**config.mk**
```make
export PLATFORM = sky130hd
export DESIGN_NAME = load_store_unit_flat
export DESIGN_NICKNAME = d
export VERILOG_FILES = /design/src/rtl/load_store_unit_if.sv /design/src/rtl/load_store_unit.sv /design/src/flat_wrapper.sv
export SDC_FILE = /design/constraint.sdc
export NUM_CORES = 1
export LEC_CHECK = 0
export CORE_ASPECT_RATIO = 2
export CORE_MARGIN = 2
export CORE_UTILIZATION = 52
export CTS_BUF_LIST = sky130_fd_sc_hd__clkbuf_16
export DETAILED_ROUTE_END_ITERATION = 7
export GPL_TIMING_DRIVEN = 0
export PLACE_DENSITY = 0.86
export SLEW_MARGIN = 40
export SYNTH_ARGS = -nofsm -noshare
export SYNTH_HDL_FRONTEND = slang
export SYNTH_SLANG_ARGS = --single-unit
```
**constraint.sdc**
```tcl
create_clock -name clock -period 3.31 [get_ports clock]
set_input_delay 0.8275 -clock clock [delete_from_list [all_inputs] [get_ports clock]]
set_output_delay 0.8275 -clock clock [all_outputs]
set_load 0.02 [all_outputs]
```
**src/rtl/load_store_unit_if.sv**
```systemverilog
// Bundle between the execute stage, load_store_unit and data_memory.
// slave = the load/store unit's view; master = the core/memory side.
interface load_store_unit_if;
  logic        req_valid;
  logic        req_ready;
  logic        req_write;
  logic [1:0]  req_mode;
  logic        req_unsigned;
  logic [31:0] req_address;
  logic [31:0] req_wdata;

  logic        resp_valid;
  logic [31:0] resp_rdata;
  logic        resp_error;

  logic [31:0] mem_address;
  logic [1:0]  mem_mode;
  logic        mem_unsigned;
  logic [31:0] mem_data;
  logic        mem_wren;
  logic [31:0] mem_q;

  modport slave (
    input  req_valid, req_write, req_mode, req_unsigned, req_address, req_wdata,
    input  mem_q,
    output req_ready, resp_valid, resp_rdata, resp_error,
    output mem_address, mem_mode, mem_unsigned, mem_data, mem_wren
  );

  modport master (
    output req_valid, req_write, req_mode, req_unsigned, req_address, req_wdata,
    output mem_q,
    input  req_ready, resp_valid, resp_rdata, resp_error,
    input  mem_address, mem_mode, mem_unsigned, mem_data, mem_wren
  );
endinterface

```
**src/rtl/load_store_unit.sv**
```systemverilog
// Core-side load/store initiator for data_memory; splits misaligned accesses.
// Define MISALIGN_TRAP_EN to reject misaligned requests with resp_error instead.
module load_store_unit #(
  parameter int READ_LATENCY = 1
) (
  input logic              clock,
  input logic              reset,
  load_store_unit_if.slave bus
);

  localparam logic [1:0] MEM_HALF = 2'd1;
  localparam logic [1:0] MEM_WORD = 2'd2;

  localparam logic [2:0] IDLE       = 3'd0;
  localparam logic [2:0] ACCESS     = 3'd1;
  localparam logic [2:0] WAIT       = 3'd2;
  localparam logic [2:0] RESP       = 3'd3;
`ifndef MISALIGN_TRAP_EN
  localparam logic [1:0] MEM_BYTE   = 2'd0;
  localparam logic [2:0] LD_HI      = 3'd4;
  localparam logic [2:0] LD_HI_WAIT = 3'd5;
  localparam logic [2:0] ST_BYTE    = 3'd6;
`endif

  localparam logic [2:0] LAT_INIT = 3'(READ_LATENCY - 1);

  logic [2:0]  state_q, state_d;
  logic        write_q, write_d;
  logic [2:0]  wait_cnt_q, wait_cnt_d;
  logic [31:0] mem_address_q, mem_address_d;
  logic [1:0]  mem_mode_q, mem_mode_d;
  logic        mem_unsigned_q, mem_unsigned_d;
  logic [31:0] mem_data_q, mem_data_d;
  logic        mem_wren_q, mem_wren_d;
  logic        resp_valid_q, resp_valid_d;
  logic [31:0] resp_rdata_q, resp_rdata_d;
  logic        req_misaligned;

`ifdef MISALIGN_TRAP_EN
  logic        resp_error_q, resp_error_d;
`else
  logic [31:0] addr_q, addr_d;
  logic [31:0] wdata_q, wdata_d;
  logic [1:0]  mode_q, mode_d;
  logic        unsigned_q, unsigned_d;
  logic        split_q, split_d;
  logic [1:0]  byte_cnt_q, byte_cnt_d;
  logic [31:0] lo_q, lo_d;
  logic [1:0]  byte_nxt;
  logic [1:0]  byte_last;

  // Funnel the two aligned words down by the byte offset, then extend halves.
  function automatic logic [31:0] merge_words(input logic [31:0] hi, input logic [31:0] lo,
                                              input logic [1:0] off, input logic [1:0] mode,
                                              input logic uns);
    logic [31:0] m;
    m = 32'({hi, lo} >> {off, 3'b000});
    if (mode == MEM_HALF)
      return uns ? {16'h0000, m[15:0]} : {{16{m[15]}}, m[15:0]};
    return m;
  endfunction

  assign byte_nxt  = byte_cnt_q + 2'd1;
  assign byte_last = (mode_q == MEM_HALF) ? 2'd1 : 2'd3;
`endif

  assign req_misaligned = ((bus.req_mode == MEM_HALF) && (bus.req_address[1:0] == 2'b11)) ||
                          ((bus.req_mode == MEM_WORD) && (bus.req_address[1:0] != 2'b00));

  always_comb begin
    state_d        = state_q;
    write_d        = write_q;
    wait_cnt_d     = wait_cnt_q;
    mem_address_d  = mem_address_q;
    mem_mode_d     = mem_mode_q;
    mem_unsigned_d = mem_unsigned_q;
    mem_data_d     = mem_data_q;
    mem_wren_d     = 1'b0;
    resp_valid_d   = 1'b0;
    resp_rdata_d   = 32'h0;
`ifdef MISALIGN_TRAP_EN
    resp_error_d   = 1'b0;
`else
    addr_d         = addr_q;
    wdata_d        = wdata_q;
    mode_d         = mode_q;
    unsigned_d     = unsigned_q;
    split_d        = split_q;
    byte_cnt_d     = byte_cnt_q;
    lo_d           = lo_q;
`endif

    case (state_q)
      IDLE: begin
        if (bus.req_valid) begin
          write_d = bus.req_write;
`ifdef MISALIGN_TRAP_EN
          if (req_misaligned) begin
            state_d      = RESP;
            resp_valid_d = 1'b1;
            resp_error_d = 1'b1;
          end else begin
            state_d        = ACCESS;
            mem_address_d  = bus.req_address;
            mem_mode_d     = bus.req_mode;
            mem_unsigned_d = bus.req_unsigned;
            mem_data_d     = bus.req_wdata;
            mem_wren_d     = bus.req_write;
          end
`else
          addr_d     = bus.req_address;
          wdata_d    = bus.req_wdata;
          mode_d     = bus.req_mode;
          unsigned_d = bus.req_unsigned;
          split_d    = req_misaligned;
          byte_cnt_d = 2'd0;
          if (req_misaligned && bus.req_write) begin
            state_d        = ST_BYTE;
            mem_address_d  = bus.req_address;
            mem_mode_d     = MEM_BYTE;
            mem_unsigned_d = 1'b1;
            mem_data_d     = {24'h0, bus.req_wdata[7:0]};
            mem_wren_d     = 1'b1;
          end else if (req_misaligned) begin
            // Low half of a split load: fetch the containing aligned word raw.
            state_d        = ACCESS;
            mem_address_d  = {bus.req_address[31:2], 2'b00};
            mem_mode_d     = MEM_WORD;
            mem_unsigned_d = 1'b1;
            mem_data_d     = bus.req_wdata;
          end else begin
            state_d        = ACCESS;
            mem_address_d  = bus.req_address;
            mem_mode_d     = bus.req_mode;
            mem_unsigned_d = bus.req_unsigned;
            mem_data_d     = bus.req_wdata;
            mem_wren_d     = bus.req_write;
          end
`endif
        end
      end

      ACCESS: begin
        if (write_q) begin
          state_d      = RESP;
          resp_valid_d = 1'b1;
        end else begin
          state_d    = WAIT;
          wait_cnt_d = LAT_INIT;
        end
      end

      WAIT: begin
        if (wait_cnt_q == 3'd0) begin
`ifndef MISALIGN_TRAP_EN
          if (split_q) begin
            state_d       = LD_HI;
            lo_d          = bus.mem_q;
            mem_address_d = {addr_q[31:2], 2'b00} + 32'd4;
          end else
`endif
          begin
            state_d      = RESP;
            resp_valid_d = 1'b1;
            resp_rdata_d = bus.mem_q;
          end
        end else begin
          wait_cnt_d = wait_cnt_q - 3'd1;
        end
      end

`ifndef MISALIGN_TRAP_EN
      LD_HI: begin
        state_d    = LD_HI_WAIT;
        wait_cnt_d = LAT_INIT;
      end

      LD_HI_WAIT: begin
        if (wait_cnt_q == 3'd0) begin
          state_d      = RESP;
          resp_valid_d = 1'b1;
          resp_rdata_d = merge_words(bus.mem_q, lo_q, addr_q[1:0], mode_q, unsigned_q);
        end else begin
          wait_cnt_d = wait_cnt_q - 3'd1;
        end
      end

      ST_BYTE: begin
        if (byte_cnt_q == byte_last) begin
          state_d      = RESP;
          resp_valid_d = 1'b1;
        end else begin
          byte_cnt_d    = byte_nxt;
          mem_address_d = addr_q + {30'h0, byte_nxt};
          mem_data_d    = {24'h0, wdata_q[{byte_nxt, 3'b000} +: 8]};
          mem_wren_d    = 1'b1;
        end
      end
`endif

      RESP: state_d = IDLE;

      default: state_d = IDLE;
    endcase
  end

  always_ff @(posedge clock) begin
    if (!reset) begin
      state_q        <= IDLE;
      write_q        <= 1'b0;
      wait_cnt_q     <= 3'd0;
      mem_address_q  <= 32'h0;
      mem_mode_q     <= 2'd0;
      mem_unsigned_q <= 1'b0;
      mem_data_q     <= 32'h0;
      mem_wren_q     <= 1'b0;
      resp_valid_q   <= 1'b0;
      resp_rdata_q   <= 32'h0;
`ifdef MISALIGN_TRAP_EN
      resp_error_q   <= 1'b0;
`else
      addr_q         <= 32'h0;
      wdata_q        <= 32'h0;
      mode_q         <= 2'd0;
      unsigned_q     <= 1'b0;
      split_q        <= 1'b0;
      byte_cnt_q     <= 2'd0;
      lo_q           <= 32'h0;
`endif
    end else begin
      state_q        <= state_d;
      write_q        <= write_d;
      wait_cnt_q     <= wait_cnt_d;
      mem_address_q  <= mem_address_d;
      mem_mode_q     <= mem_mode_d;
      mem_unsigned_q <= mem_unsigned_d;
      mem_data_q     <= mem_data_d;
      mem_wren_q     <= mem_wren_d;
      resp_valid_q   <= resp_valid_d;
      resp_rdata_q   <= resp_rdata_d;
`ifdef MISALIGN_TRAP_EN
      resp_error_q   <= resp_error_d;
`else
      addr_q         <= addr_d;
      wdata_q        <= wdata_d;
      mode_q         <= mode_d;
      unsigned_q     <= unsigned_d;
      split_q        <= split_d;
      byte_cnt_q     <= byte_cnt_d;
      lo_q           <= lo_d;
`endif
    end
  end

  assign bus.req_ready    = (state_q == IDLE) && reset;
  assign bus.resp_valid   = resp_valid_q;
  assign bus.resp_rdata   = resp_rdata_q;
  assign bus.mem_address  = mem_address_q;
  assign bus.mem_mode     = mem_mode_q;
  assign bus.mem_unsigned = mem_unsigned_q;
  assign bus.mem_data     = mem_data_q;
  assign bus.mem_wren     = mem_wren_q;
`ifdef MISALIGN_TRAP_EN
  assign bus.resp_error   = resp_error_q;
`else
  assign bus.resp_error   = 1'b0;
`endif

endmodule

```
**src/flat_wrapper.sv**
```systemverilog
// flat-port wrapper written by rule: the top's interface ports become plain ports
module load_store_unit_flat 
#(
  parameter int READ_LATENCY = 1
)
  (clock, reset, bus_req_valid, bus_req_write, bus_req_mode, bus_req_unsigned, bus_req_address, bus_req_wdata, bus_mem_q, bus_req_ready, bus_resp_valid, bus_resp_rdata, bus_resp_error, bus_mem_address, bus_mem_mode, bus_mem_unsigned, bus_mem_data, bus_mem_wren);
  load_store_unit_if bus_i ();
  input logic clock;
  input logic reset;
  input wire logic [$bits(bus_i.req_valid)-1:0] bus_req_valid;
  input wire logic [$bits(bus_i.req_write)-1:0] bus_req_write;
  input wire logic [$bits(bus_i.req_mode)-1:0] bus_req_mode;
  input wire logic [$bits(bus_i.req_unsigned)-1:0] bus_req_unsigned;
  input wire logic [$bits(bus_i.req_address)-1:0] bus_req_address;
  input wire logic [$bits(bus_i.req_wdata)-1:0] bus_req_wdata;
  input wire logic [$bits(bus_i.mem_q)-1:0] bus_mem_q;
  output wire logic [$bits(bus_i.req_ready)-1:0] bus_req_ready;
  output wire logic [$bits(bus_i.resp_valid)-1:0] bus_resp_valid;
  output wire logic [$bits(bus_i.resp_rdata)-1:0] bus_resp_rdata;
  output wire logic [$bits(bus_i.resp_error)-1:0] bus_resp_error;
  output wire logic [$bits(bus_i.mem_address)-1:0] bus_mem_address;
  output wire logic [$bits(bus_i.mem_mode)-1:0] bus_mem_mode;
  output wire logic [$bits(bus_i.mem_unsigned)-1:0] bus_mem_unsigned;
  output wire logic [$bits(bus_i.mem_data)-1:0] bus_mem_data;
  output wire logic [$bits(bus_i.mem_wren)-1:0] bus_mem_wren;
  assign bus_i.req_valid = bus_req_valid;
  assign bus_i.req_write = bus_req_write;
  assign bus_i.req_mode = bus_req_mode;
  assign bus_i.req_unsigned = bus_req_unsigned;
  assign bus_i.req_address = bus_req_address;
  assign bus_i.req_wdata = bus_req_wdata;
  assign bus_i.mem_q = bus_mem_q;
  assign bus_req_ready = bus_i.req_ready;
  assign bus_resp_valid = bus_i.resp_valid;
  assign bus_resp_rdata = bus_i.resp_rdata;
  assign bus_resp_error = bus_i.resp_error;
  assign bus_mem_address = bus_i.mem_address;
  assign bus_mem_mode = bus_i.mem_mode;
  assign bus_mem_unsigned = bus_i.mem_unsigned;
  assign bus_mem_data = bus_i.mem_data;
  assign bus_mem_wren = bus_i.mem_wren;
  load_store_unit #(.READ_LATENCY(READ_LATENCY)) u_core (.clock(clock), .reset(reset), .bus(bus_i));
endmodule
```
### Word level (Yosys, flattened, before mapping)

Cells that the tools add are included.

| storage, ports and cells | value |
|---|---|
| word-level logic and storage cells | 110 |
| bits in registers | 210 |

| operators by class | value |
|---|---|
| shifts and indexed selects | 2 |
| equal/unequal tests | 18 |
| multiplexer cells | 51 |
| add/sub/neg operators | 4 |
| reduce and logical (&&, ||, !) cells | 18 |

Operator list:

| kind | number |
|---|---|
| 32-bit two-way mux | 13 |
| 32-bit case mux with 2 select lines | 2 |
| 32-bit case mux with 3 select lines | 1 |
| 64-bit by 5-bit right shift with 32-bit output | 1 |
| 32-bit by 2-bit adder with 32-bit output | 1 |
| 32-bit by 3-bit adder with 32-bit output (second input constant) | 1 |
| 32-bit by 6-bit variable part select with 8-bit output | 1 |
| 3-bit two-way mux | 8 |
| 3-bit case mux with 6 select lines | 1 |
| 1-bit two-way mux | 15 |
| 2-bit two-way mux | 7 |
| 3-bit == test (second input constant) | 3 |
| 3-bit case mux with 3 select lines | 1 |
| 3-bit AND reduction | 3 |
| 2-bit by 1-bit != test with 1-bit output (second input constant) | 4 |
| 2-bit != test (second input constant) | 4 |
| 3-bit logical NOT | 2 |
| 3-bit nonzero test | 2 |
| 5-bit AND reduction | 1 |
| 2-bit by 1-bit == test with 1-bit output (second input constant) | 2 |
| 2-bit == test (second input constant) | 2 |
| 1-bit logical AND | 4 |
| 1-bit case mux with 4 select lines | 1 |
| 2-bit case mux with 2 select lines | 1 |
| 11 further kinds | 12 |

### Longest topological paths before layout

Gate-level depths: netlist (run 1).

| depth | value |
|---|---|
| depth in word-level cells | 7 |
| depth in mapped cells | 12 |
| depth with buffers taken out | 10 |

### Worst setup path after synthesis (run 1)

No wires, ideal clock.

| path | value |
|---|---|
| kind | register to register |
| start | register u_core.addr_q[1] |
| end | register u_core.mem_address_q[24] (netlist: u_core.bus.mem_address[24]) |
| cell stages (with the launch flop) | 12 |
| required time | 3170 ps |
| setup slack | 376 ps |
| arrival | 2794 ps |
| cells stage by stage | dfxtp_1 > buf_4 > buf_2 > buf_1 > inv_1 > fa_1 > a21boi_4 > nand4_4 > or3_4 > nor2_2 > xnor2_1 > o221ai_1 |

| on the way | value |
|---|---|
| longest elaborated chain between the ends | 3 |

RTL lines:

| what | RTL line | source |
|---|---|---|
| start: declaration | load_store_unit.sv:42 | `logic [31:0] addr_q, addr_d;` |
| start signal: assignment | load_store_unit.sv:244 | `addr_q <= addr_d;` |
| 32-bit by 2-bit adder with 32-bit output | load_store_unit.sv:194 | `mem_address_d = addr_q + {30'h0, byte_nxt};` |
| 32-bit two-way mux | load_store_unit.sv:189 | `if (byte_cnt_q == byte_last) begin` |
| 32-bit case mux with 3 select lines | load_store_unit.sv:93 | `case (state_q)` |
| end signal: assignment | load_store_unit.sv:234 | `mem_address_q <= mem_address_d;` |
| end: declaration | load_store_unit.sv:30 | `logic [31:0] mem_address_q, mem_address_d;` |

Every way passes these cells. The select of a mux whose other input is x is not followed.
A chain may end at the register's enable or synchronous reset.

### Worst setup path after layout (run 1)

| path | value |
|---|---|
| start | register u_core.byte_cnt_q[0] |
| end | register u_core.mem_address_q[30] (netlist: u_core.bus.mem_address[30]) |

| on the way | value |
|---|---|
| longest elaborated chain between the ends | 4 |

RTL lines:

| what | RTL line | source |
|---|---|---|
| start: declaration | load_store_unit.sv:47 | `logic [1:0] byte_cnt_q, byte_cnt_d;` |
| start signal: assignment | load_store_unit.sv:249 | `byte_cnt_q <= byte_cnt_d;` |
| 2-bit by 1-bit adder with 2-bit output | load_store_unit.sv:63 | `assign byte_nxt = byte_cnt_q + 2'd1;` |
| 32-bit by 2-bit adder with 32-bit output | load_store_unit.sv:194 |  |
| 32-bit two-way mux | load_store_unit.sv:189 |  |
| 32-bit case mux with 3 select lines | load_store_unit.sv:93 |  |

Several ways; a longest one is shown, not always the timed one. The select of a mux whose other input is x is not followed.

==> impl_metrics.py, run 1 <==
metrics = {
    "hold_path": {
        "hold_path_class": "register to register",
    },
    "critical_path": {
        "r2r_slack_ns": 0.17,
        "r2r_cells": 11,
        "r2r-end": "u_core.bus.mem_address[30]$_SDFFE_PN0P_",
        "setup.worst_path.start": "u_core.byte_cnt_q[0]$_SDFFE_PN0P_",
        "cp_max_fo": 10,
        "crit-reg2reg-launch": "u_core.byte_cnt_q[0]$_SDFFE_PN0P_",
        "critPathLaunchType": "register",
        "required_ns": 3.68,
        "cp.arrival_ns": 3.51,
        "cp-end-kind": "register",
        "crit_path_end": "u_core.bus.mem_address[30]$_SDFFE_PN0P_",
        "criticalPathCategory": "register to register",
    },
    "cts": {
        "path_clk_slew_ns": 0.07,
        "hold_buffers": 0,
        "clockBufferDepth": 3,
        "numCtsBuffers": 19,
        "htreeDepth": 1,
        "cts_tree": "built",
        "cts.sinks": 210,
        "insertion_delay_ns": 0.51,
        "post-cts-setup-buffer-count": 0,
        "cts_root_buf": "clkbuf_16",
    },
    "yosys": {
        "netlist_area_um2": 9820,
        "netlist_instances": 1141,
        "synth_top_family_by_area": "simple AND/OR/NAND/NOR gates",
        "synth_ff_type": "dfxtp_1",
        "synth_edf_count": 0,
        "synth_seq_cells": 210,
        "synth_xor_area_share_pct": 2.96,
        "synth_cell_types": 73,
        "yosysWarningCount": 0,
        "muxShareOfSynthArea_pct": 9.71,
        "synth_seq_area_share_pct": 42.8,
        "postSynthAreaPerCell_um2": 8.61,
        "synth-compound-area-share_pct": 17.7,
        "synthAdderAreaFrac_pct": 0.841,
        "netlist.area_leader.share_pct": 42.8,
        "synthSimpleGateAreaFrac_pct": 20.4,
        "syn-num-nets": 1250,
        "synth_area_leaders": "dfxtp_1 43%, nand2_1 9.6%, mux4_2 8.5%, a21oi_1 7.3%, nor2_1 3.3%",
        "synth_top_cell_by_area": "dfxtp_1",
        "async_flop_share_pct": 0,
    },
    "finish": {
        "final_cell_mix": "251 x nand2_1, 210 x dfxtp_1, 203 x clkdlybuf4s50_1",
        "final_cells": 1593,
        "layout.nets": 1472,
        "antennaDiodeCount": 0,
        "areaGrowthSynthToFinish_pct": 29.3,
        "final_common_cell": "nand2_1",
        "drive_gt1_share_pct": 9.83,
        "fin_area_um2": 12700,
    },
    "timing": {
        "final.setup.worst_slack_ns": 0.171,
        "fmax_mhz": 319,
        "fin_crit_sh_pct": 94.8,
        "slew_viol_final": 0,
        "whs_ns": 0.460,
        "slew_headroom_pct": 50.1,
        "hold_viol": 0,
        "skew_ns": 0.0184,
        "tightest_slew_ns": 0.749,
        "setup_violations": 0,
        "min_period_ns": 3.14,
    },
    "status": {
        "status": "complete, no violations",
    },
    "floorplanning": {
        "pin_count": 206,
        "dieHeight_um": 198,
        "fp-row-count": 71,
        "die_w_um": 101,
        "dieArea_um2": 20100,
        "initial_utilization_pct": 52.6,
        "core_um2": 18700,
    },
    "drt": {
        "wl_mm": 32.8,
        "drt_first_iter_violations": 747,
        "wl_per_cell_um": 20.6,
        "drtAntennaViolNets": 0,
        "viasPerCell": 6.15,
        "drc": 0,
        "first_pass_iters": 6,
        "via_count": 9802,
    },
    "power_and_ir_drop": {
        "p_leak_nw": 4.45,
        "p_per_area_nw_per_um2": 723,
        "ir_worst_vdd_v": 0.000592,
        "finalPower_w": 0.00919,
    },
    "run": {
        "drv_cap": 0,
    },
    "global_route": {
        "grt_overflow": 0,
        "grt_usage_pct": 32.4,
        "grt_max_degree": 20,
        "antenna_found_initial": 0,
        "grt_pass1_wl_mm": 50.4,
        "grt_pass1_vias": 9980,
    },
    "place": {
        "dpl_cell_area_um2": 12100,
        "dp.cells": 1564,
        "pre_cts_ws_ns": -0.564,
        "gpl.final_weighted_congestion": 0.958,
        "io_buffers": 204,
        "dp.final_hpwl_mm": 25.2,
    },
}
-- routing by layer --
layer  vias up  GRT usage (%)  wire length [um]
met4         0           27.2              2870
met3       184           4.20              2240
met2       581           58.4             17200
met5         -              0                 0
li1       4450              -                 -
met1      4587           31.7             10500
-- stage by stage --
stage               util, %  TNS, ns
floorplan                 -        0
global placement       65.1    -1.89
detailed placement     65.1    -2.10
CTS                    68.0        0
global route           68.1  -0.0247
finish                 68.1        0
-- cell usage after synthesis (all sizes together) (10+ instances only) --
cell type,number
a21oi,144
inv,16
o21ai,44
a311oi,10
xor2,11
clkbuf,49
dfxtp,210
nor2,90
nand2,252
mux4,37
nand3,45
mux2i,12
a22oi,40
nor3,12
xnor2,20
buf,43
-- sequential cells by signal, summed over array words and instances (netlist names) --
| signal | flops |
|---|---|
| u_core.bus.mem_data | 32 |
| u_core.bus.resp_rdata | 32 |
| u_core.unsigned_q | 1 |
| u_core.mode_q | 2 |
| u_core.split_q | 1 |
| u_core.byte_cnt_q | 2 |
| u_core.bus.resp_valid | 1 |
| u_core.wdata_q | 32 |
| u_core.lo_q | 32 |
| u_core.bus.mem_unsigned | 1 |
| u_core.bus.mem_wren | 1 |
| u_core.wait_cnt_q | 3 |
| u_core.bus.mem_address | 32 |
| u_core.addr_q | 32 |
| u_core.write_q | 1 |
| u_core.state_q | 3 |
| u_core.bus.mem_mode | 2 |
-- layout make-up --
type                            count  area, um2
Inverter                           16       60.1
Tap cell                          219        274
Buffer                             89        470
Multi-Input combinational cell    823       5090
Clock inverter                     13       91.3
Clock buffer                       19        475
Fill cell                        1516       5950
Timing Repair Buffer              204       2040
Sequential cell                   210       4200
-- cell families after synthesis --
group | Yosys count
other | 1
adder cells (fa/ha/maj) | 6
multiplexers | 49
flip-flops | 210
AND/OR/NAND/NOR | 448
XOR/XNOR | 31
buffers and inverters | 108
AO/OA/AOI/OAI | 288
-- critical path: stages, from the launching register on --
cell	delay [ns]
dfxtp_1	0.31
buf_2	0.24
buf_4	0.25
xor2_1	0.23
inv_1	0.09
fa_1	0.46
a21boi_4	0.27
nand4_4	0.23
nor4_2	0.41
xnor2_1	0.14
mux2i_2	0.24
o21ai_0	0.13
-- worst min-delay path by stage --
stage | start | slack, ns | to | depth (start not counted)
2_1_floorplan | u_core.mode_q[0]$_SDFFE_PN0P_ | 0.43 | u_core.mode_q[0]$_SDFFE_PN0P_ | 2
3_3_place_gp | u_core.wdata_q[2]$_SDFFE_PN0P_ | 0.44 | u_core.wdata_q[2]$_SDFFE_PN0P_ | 2
3_5_place_dp | u_core.wdata_q[0]$_SDFFE_PN0P_ | 0.45 | u_core.wdata_q[0]$_SDFFE_PN0P_ | 2
4_1_cts | u_core.wdata_q[26]$_SDFFE_PN0P_ | 0.46 | u_core.wdata_q[26]$_SDFFE_PN0P_ | 2
5_1_grt | u_core.wdata_q[0]$_SDFFE_PN0P_ | 0.48 | u_core.wdata_q[0]$_SDFFE_PN0P_ | 2
6_report | u_core.mode_q[0]$_SDFFE_PN0P_ | 0.46 | u_core.mode_q[0]$_SDFFE_PN0P_ | 2
-- repair_timing --
item | CTS | global route
gates resized for setup | 1 | 4
setup endpoints to repair | 10 | 5
cloned | 0 | 0
-- where the power goes --
part	internal, W	switching [W]
logic	0.00145	0.00227
clock network	0.00113	0.000984
registers	0.00299	0.000363
Power figures use the tool's default switching activity.
==> run 2, diff against run 1 <==
--- a/config.mk
+++ b/config.mk
@@ -9,6 +9,7 @@
 export CORE_MARGIN = 2
 export CORE_UTILIZATION = 52
 export CTS_BUF_LIST = sky130_fd_sc_hd__clkbuf_16
+export CTS_CLUSTER_DIAMETER = 50
 export DETAILED_ROUTE_END_ITERATION = 7
 export GPL_TIMING_DRIVEN = 0
 export PLACE_DENSITY = 0.86
==> results of run 2 <==
No change in the layout: final DEF, timing and power equal those of run 1.
